<file path="config.mk">
export PLATFORM = sky130hd
export DESIGN_NAME = bcd_entry_controller
export DESIGN_NICKNAME = d
export VERILOG_FILES = /design/src/rtl/bcd_entry_controller.sv
export SDC_FILE = /design/constraint.sdc
export NUM_CORES = 1
export LEC_CHECK = 0
export CORE_MARGIN = 10
export CORE_UTILIZATION = 42
export CTS_CLUSTER_DIAMETER = 120
export DETAILED_ROUTE_END_ITERATION = 8
export SLEW_MARGIN = 0
export SYNTH_ARGS = -nofsm -noshare
export SYNTH_HDL_FRONTEND = slang
export SYNTH_SLANG_ARGS = --single-unit
</file>
<file path="constraint.sdc">
create_clock -name clk -period 5.3 [get_ports clk]
set_input_delay 1.06 -clock clk [delete_from_list [all_inputs] [get_ports clk]]
set_output_delay 1.06 -clock clk [all_outputs]
set_load 0.02 [all_outputs]
</file>
<file path="src/rtl/bcd_entry_controller.sv">
// bcd_entry_controller
//   Turns debounced button pulses (up/down/next/enter) into an editable
//   NUM_DIGITS-digit BCD value. One digit is edited at a time under a cursor.
//   Enter commits the value and strobes commit_valid. A quiet period during
//   editing abandons the session and restores the last committed value.
//   After a commit, all pulses are ignored for HOLD_CYCLES cycles.
//
// Ports
//   clk           system clock, all logic on the rising edge
//   reset         asynchronous, active-high reset
//   up_pulse      1-cycle pulse: increment digit under the cursor (9 wraps to 0)
//   down_pulse    1-cycle pulse: decrement digit under the cursor (0 wraps to 9)
//   next_pulse    1-cycle pulse: advance the cursor (last digit wraps to 0)
//   enter_pulse   1-cycle pulse: commit the working value
//   digits        working value, digit i at [4i+3:4i], digit 0 least significant
//   cursor        index of the digit being edited
//   editing       high while an edit session is active
//   commit_valid  1-cycle strobe, commit_value holds the new value that cycle
//   commit_value  last committed value, held between commits

module bcd_entry_controller #(
  parameter int NUM_DIGITS     = 4,
  parameter int TIMEOUT_CYCLES = 250000000,
  parameter int HOLD_CYCLES    = 8
) (
  input  logic                            clk,
  input  logic                            reset,
  input  logic                            up_pulse,
  input  logic                            down_pulse,
  input  logic                            next_pulse,
  input  logic                            enter_pulse,
  output logic [4*NUM_DIGITS-1:0]         digits,
  output logic [$clog2(NUM_DIGITS)-1:0]   cursor,
  output logic                            editing,
  output logic                            commit_valid,
  output logic [4*NUM_DIGITS-1:0]         commit_value
);

  localparam int DW = 4 * NUM_DIGITS;
  localparam int CW = $clog2(NUM_DIGITS);
  // The timer only has to reach TIMEOUT_CYCLES-1, the hold counter HOLD_CYCLES-1.
  localparam int TW = $clog2(TIMEOUT_CYCLES);
  localparam int HW = (HOLD_CYCLES > 1) ? $clog2(HOLD_CYCLES) : 1;

  localparam logic [CW-1:0] CURSOR_LAST  = CW'(NUM_DIGITS - 1);
  localparam logic [TW-1:0] TIMEOUT_LAST = TW'(TIMEOUT_CYCLES - 1);
  localparam logic [HW-1:0] HOLD_LAST    = HW'(HOLD_CYCLES - 1);

  typedef enum logic [1:0] {
    S_IDLE   = 2'd0,
    S_EDIT   = 2'd1,
    S_COMMIT = 2'd2,
    S_HOLD   = 2'd3
  } state_t;

  state_t        state_reg,   state_next;
  logic [DW-1:0] digits_reg,  digits_next;
  logic [DW-1:0] commit_reg,  commit_next;
  logic [CW-1:0] cursor_reg,  cursor_next;
  logic [TW-1:0] timer_reg,   timer_next;
  logic [HW-1:0] hold_reg,    hold_next;
  logic          editing_reg, editing_next;
  logic          valid_reg,   valid_next;

  logic          any_pulse;
  logic [DW-1:0] up_value;
  logic [DW-1:0] down_value;

  assign any_pulse = up_pulse | down_pulse | next_pulse | enter_pulse;

  // Candidate working values for an up or down action: only the digit under
  // the cursor changes, every other digit passes through untouched.
  for (genvar gi = 0; gi < NUM_DIGITS; gi++) begin : g_digit
    logic [3:0] cur;
    logic       sel;

    assign cur = digits_reg[4*gi +: 4];
    assign sel = (cursor_reg == CW'(gi));

    assign up_value[4*gi +: 4]   = !sel           ? cur :
                                   (cur >= 4'd9)  ? 4'd0 : cur + 4'd1;
    assign down_value[4*gi +: 4] = !sel           ? cur :
                                   (cur == 4'd0)  ? 4'd9 : cur - 4'd1;
  end

  always_ff @(posedge clk or posedge reset) begin
    if (reset) begin
      state_reg   <= S_IDLE;
      digits_reg  <= '0;
      commit_reg  <= '0;
      cursor_reg  <= '0;
      timer_reg   <= '0;
      hold_reg    <= '0;
      editing_reg <= 1'b0;
      valid_reg   <= 1'b0;
    end else begin
      state_reg   <= state_next;
      digits_reg  <= digits_next;
      commit_reg  <= commit_next;
      cursor_reg  <= cursor_next;
      timer_reg   <= timer_next;
      hold_reg    <= hold_next;
      editing_reg <= editing_next;
      valid_reg   <= valid_next;
    end
  end

  always_comb begin
    state_next  = state_reg;
    digits_next = digits_reg;
    commit_next = commit_reg;
    cursor_next = cursor_reg;
    timer_next  = timer_reg;
    hold_next   = hold_reg;

    case (state_reg)
      S_IDLE: begin
        // The waking pulse only opens the session; its action is discarded.
        if (any_pulse) begin
          state_next  = S_EDIT;
          cursor_next = '0;
          timer_next  = '0;
        end
      end

      S_EDIT: begin
        // One action per cycle; lower-priority pulses in the same cycle are lost.
        if (enter_pulse) begin
          state_next  = S_COMMIT;
          commit_next = digits_reg;
          timer_next  = '0;
        end else if (next_pulse) begin
          cursor_next = (cursor_reg == CURSOR_LAST) ? '0 : cursor_reg + CW'(1);
          timer_next  = '0;
        end else if (up_pulse) begin
          digits_next = up_value;
          timer_next  = '0;
        end else if (down_pulse) begin
          digits_next = down_value;
          timer_next  = '0;
        end else if (timer_reg == TIMEOUT_LAST) begin
          // Abandoned session: throw the edits away.
          state_next  = S_IDLE;
          digits_next = commit_reg;
          timer_next  = '0;
        end else begin
          timer_next  = timer_reg + TW'(1);
        end
      end

      S_COMMIT: begin
        state_next = S_HOLD;
        hold_next  = '0;
      end

      S_HOLD: begin
        if (hold_reg == HOLD_LAST) begin
          state_next = S_IDLE;
          hold_next  = '0;
        end else begin
          hold_next  = hold_reg + HW'(1);
        end
      end

      default: begin
        state_next = S_IDLE;
      end
    endcase

    // Flags are registered copies of the upcoming state so they line up
    // exactly with the state they describe.
    editing_next = (state_next == S_EDIT);
    valid_next   = (state_next == S_COMMIT);
  end

  assign digits       = digits_reg;
  assign cursor       = cursor_reg;
  assign editing      = editing_reg;
  assign commit_valid = valid_reg;
  assign commit_value = commit_reg;

endmodule
</file>
* Yosys cells after proc, flatten, opt, wreduce, memory -nomap -nowiden
Cells that the tools add are included.
** Operators by class
- $add $sub $neg :: 11
- $mul :: 0
- Divide/modulo/power cells :: 0
- $lt $le $gt $ge :: 4
- Eq/ne operators :: 21
- Shift operators :: 0
- Mux-type cells :: 41
- Bitwise logic cells :: 5
- Reduce and logical (&&, ||, !) cells :: 16
** Operators with widths (count)
- 28-bit 2-to-1 mux :: 6
- 4-bit 2-to-1 mux :: 16
- 28-bit one-hot mux with 2 select lines :: 1
- 16-bit 2-to-1 mux :: 3
- 28-bit by 1-bit adder with 28-bit output (second input constant) :: 1
- 28-bit == test (second input constant) :: 1
- 6-bit AND reduction :: 4
- 2-bit 2-to-1 mux :: 11
- 4-bit by 1-bit adder with 4-bit output (second input constant) :: 4
- 4-bit >= comparator (second input constant) :: 4
- 4-bit zero test :: 4
- 2-bit by 1-bit inequality test with 1-bit output (second input constant) :: 8
- 4-bit by 1-bit subtractor with 4-bit output (second input constant) :: 4
- 2-bit == test (second input constant) :: 5
- 2-bit one-hot mux with 4 select lines :: 1
- 2-bit by 1-bit == test with 1-bit output (second input constant) :: 3
- 2-bit inequality test (second input constant) :: 3
- 3-bit one-hot mux with 2 select lines :: 1
- 2-bit zero test :: 2
- 2-bit one-hot mux with 2 select lines :: 1
- 2-bit AND reduction :: 2
- 4-bit AND reduction :: 1
- 2-bit nonzero test :: 2
- 3-bit by 1-bit adder with 3-bit output (second input constant) :: 1
- 6 further kinds :: 9
** Storage, ports and cells
- Bits in registers :: 69
- Latch bits :: 0
- Memory bits (writable) :: 0
- ROM bits :: 0
- Input port bits :: 6
- Output and inout port bits :: 36
- Word-level logic and storage cells :: 109
- Memories kept :: 0

* Longest topological paths before layout
- Word-level depth :: 8
- Gate-level depth with buffers :: 8
- Depth with buffers taken out :: 7

* Worst setup path before layout
OpenSTA, ideal clock, no wires.
- Path kind :: input to register
- From :: input down_pulse
- To :: register digits_reg[0], in the netlist digits[0]
- Setup time :: 125 ps
- Data arrival time :: 2623 ps
- Data required time :: 5175 ps
- Slack :: 2552 ps
- Stages :: 5
- Buffers on the path :: 1
- Cells stage by stage :: buf_2 > or4_4 > or2_4 > o21ai_2 > mux2_2
** On the way
- Longest elaborated chain between the ends :: 2
- Elaborated cells on any way between the ends :: 5
- Those cells by class :: eq/ne (1); mux (2); reduce/logical (2)
** Ends and longest elaborated chain
- from (decl) :: RTL line 29 : input logic down_pulse,
- 2-bit by 1-bit inequality test with 1-bit output (no source line) (tied with other cells)
- 6-bit AND reduction (no source line) / 16-bit 2-to-1 mux (equally long branches)
- to (signal assigned) :: RTL line 98 : digits_reg <= digits_next;
- to (decl) :: RTL line 57 : logic [DW-1:0] digits_reg, digits_next;
Several ways; a longest one is shown, not always the timed one.
A chain may end at the register's enable or synchronous reset.

* Worst setup path in the final report
- From :: input up_pulse
- To :: register timer_reg[11]
** On the way
- Longest elaborated chain between the ends :: 5
- Elaborated cells on any way between the ends :: 9
- Those cells by class :: eq/ne (1); mux (4); bitwise (3); reduce/logical (1)
** Ends and longest elaborated chain
- from (decl) :: RTL line 28 : input logic up_pulse,
- 1-bit OR (3 in series) :: RTL line 69 : assign any_pulse = up_pulse | down_pulse | next_pulse | enter_pulse;
- 2-bit inequality test (no source line)
- 2-bit AND reduction (no source line)
- to (signal assigned) :: RTL line 101 : timer_reg <= timer_next;
- to (decl) :: RTL line 60 : logic [TW-1:0] timer_reg, timer_next;
Several ways; a longest one is shown, not always the timed one.

==> impl_metrics.env <==
export IMPL_yosysTopAreaCell="dfrtp_1"
export IMPL_synth_seq_cells=69
export IMPL_pwr_share_seq_pct=38.3
export IMPL_post_route_util_pct=50.4
export IMPL_drv_slew=0
export IMPL_path_buf_inv=3
export IMPL_power_mw=1.96
export IMPL_grt_usage_pct=14.4
export IMPL_critPathLaunchType="input pin"
export IMPL_vdd_ir_drop_max_mv=0.143
export IMPL_std_cell_rows=36
export IMPL_cp_end_kind="flip-flop"
export IMPL_netSwitchingFraction_pct=37.7
export IMPL_hold_start="commit_value[3]"
export IMPL_layout_common_cells="dfrtp_1, nand2_1, o21ai_0, clkdlybuf4s50_1, inv_1"
export IMPL_critPathMaxStageDelay_ns=0.57
export IMPL_fin_setup_tns_ns=0
export IMPL_fmaxAchievable_mhz=300
export IMPL_cpLargestDelayFamily="buffers and inverters"
export IMPL_synth_edf_count=0
export IMPL_crit_required_ns=5.56
export IMPL_yosysWarnings=0
export IMPL_dr_pass1_iters=4
export IMPL_ys_seq_area_share_pct=41.1
export IMPL_ff_latch_area_um2=1730
export IMPL_core_area_um2=9770
export IMPL_antenna_left=0
export IMPL_die_x_um=120
export IMPL_maxCapViolCount=0
export IMPL_worstMarginPinSlew_ns=1.17
export IMPL_vias=3593
export IMPL_combPwrFrac_pct=37.0
export IMPL_hold_ws_ns=0.515
export IMPL_port_buffers=41
export IMPL_rsz0062_at_grt="no"
export IMPL_cts_tree="built"
export IMPL_nFillCells=934
export IMPL_final_nets=530
export IMPL_synthArstFlopShare_pct=100
export IMPL_fin_cells=643
export IMPL_worstPathArrival_ns=3.59
export IMPL_layout_drive_gt1_share_pct=9.61
export IMPL_fin_crit_sh_pct=62.9
export IMPL_clk_pin_slew_ns=0.08
export IMPL_min_path_type="flip-flop to flip-flop"
export IMPL_wl_um=10400
export IMPL_cp_cell_sequence="clkdlybuf4s50_1 -> buf_4 -> or4_4 -> nor2_2 -> o21a_1 -> buf_4 -> nand2_1 -> o311ai_1"
export IMPL_cts_sinks=69
export IMPL_cp_max_fo=19
export IMPL_synthTopCellsByArea="dfrtp_1, ha_1, o21ai_0, nand2_1, mux2_2"
export IMPL_relSlewSlack_pct=22.1
export IMPL_final_common_cell="dfrtp_1"
export IMPL_synth_fp_nets=493
export IMPL_grt_max_degree=37
export IMPL_io_pins=42
export IMPL_dp_slack_ns=1.60
export IMPL_post_drt_wl_per_cell_um=16.1
export IMPL_synth_top_cell_area_share_pct=41.1
export IMPL_p_int_mw=1.22
export IMPL_p_leak_nw=2.02
export IMPL_grt_pass1_wl_um=17400
export IMPL_antenna_cells=0
export IMPL_power_density_nw_per_um2=397
export IMPL_route_detailed_drc=0
export IMPL_initial_core_util_pct=43.0
export IMPL_grt_pass1_vias=3481
export IMPL_viasPerCell=5.59
export IMPL_dp_hpwl_um=7350
export IMPL_syn2layout_area_growth_pct=17.3
export IMPL_avgSynthCellArea_um2=8.98
export IMPL_rr_startpoint="timer_reg[0]"
export IMPL_place_congestion=0.872
export IMPL_grt_overflow_total=0
export IMPL_cpMaxStageDelayCell="or4_4"
export IMPL_cts_hold_buf=0
export IMPL_power_net_switching_mw=0.738
export IMPL_die_y_um=120
export IMPL_multi_input_area_um2=2250
export IMPL_root_buffer="clkbuf_8"
export IMPL_ys_types=61
export IMPL_syn_area_um2=4200
export IMPL_fin_crit_ns=3.34
export IMPL_fin_ws_ns=1.96
export IMPL_outcome="finished, final reports clean"
export IMPL_clockBufferDepth=2
export IMPL_cp_startpoint="up_pulse"
export IMPL_largest_reg_flops=28
export IMPL_skew_ns=0.00832
export IMPL_antenna_found_initial=0
export IMPL_cts_setup_buffers=0
export IMPL_place_inst=627
export IMPL_synth_flop_cell="dfrtp_1"
export IMPL_dieArea_um2=14400
export IMPL_ctsResizeCount=0
export IMPL_clock_latency_ns=0.35
export IMPL_finalHoldViolCount=0
export IMPL_cpMostUsedCell="buf_4"
export IMPL_drt_iter0_markers=226
export IMPL_cts_made_buffers=9
export IMPL_design_area_um2=4930
export IMPL_syn_instance_count=468
export IMPL_dpl_cell_area_um2=4710
export IMPL_clock_power_share_pct=24.7
export IMPL_setup_viol=0
export IMPL_critPathKind="input pin to flip-flop"
export IMPL_htreeDepth=3
## power by group through the flow
stage / clock network, mW / registers, mW / logic [mW]
floorplan: 0 / 0.811 / 0.403
global placement: 0 / 0.761 / 0.722
detailed placement: 0 / 0.763 / 0.733
CTS: 0.491 / 0.752 / 0.735
global route: 0.515 / 0.770 / 0.809
finish: 0.484 / 0.750 / 0.725
## worst register-to-register path: stages (launching register included)
cell     delay (ns)
dfrtp_1        0.41
ha_1           0.21
nand3_1        0.19
nor3_2         0.50
nand4_1        0.49
o21ai_2        0.43
mux2_2         0.37
## cell usage after synthesis, drive strengths merged, types with 5 or more instances
master	count
mux2	12
nand4	8
a31oi	18
nor3b	6
o21ai	48
o22ai	8
nand2	46
clkbuf	12
nor4	5
dfrtp	69
and3	6
nand2b	10
ha	19
mux2i	5
buf	9
nand3	20
inv	31
nor2	29
a21oi	25
nor3	11
nor2b	5
## per-layer routing
metal	vias to the layer above	global-route usage, %	wire length (µm)	share of wire [%]
met2	57	24.6	5080	49
met4	0	5.51	156	1.5
met3	13	2.58	383	3.7
met5	-	0	0	0
li1	1784	-	-	-
met1	1739	17.8	4740	46
## cell type report
cell class | count | share of cell area [%]
Clock inverter | 6 | 1.78
Multi-Input combinational cell | 347 | 45.6
Timing Repair Buffer | 47 | 9.24
Sequential cell | 69 | 35.0
Inverter | 31 | 2.36
Tap cell | 133 | 3.38
Clock buffer | 10 | 2.59
## logic make-up (layout without fill, tap and decap cells)
logic type / after synthesis / in the layout / share of synthesized area (%)
multiplexers: 17 / 17 / 4.41
flip-flops: 69 / 69 / 41.1
AND/OR/NAND/NOR: 166 / 166 / 21.3
adder cells (fa/ha/maj): 19 / 19 / 5.66
AO/OA/AOI/OAI: 139 / 139 / 20.8
XOR/XNOR: 6 / 6 / 1.25
buffers and inverters: 52 / 94 / 5.42
## worst paths after layout
check	endpoint	depth (start not counted)	slack (ns)
setup / recovery	timer_reg[11]	8	1.96
hold / removal	commit_value[3]	2	0.52
setup reg to reg	digits[1]	6	2.59
hold reg to reg	commit_value[3]	2	0.52
max in group asynchronous	timer_reg[4]	3	3.20
min in group asynchronous	commit_value[10]	2	1.14
No activity file was read; power rests on OpenSTA's default activity.
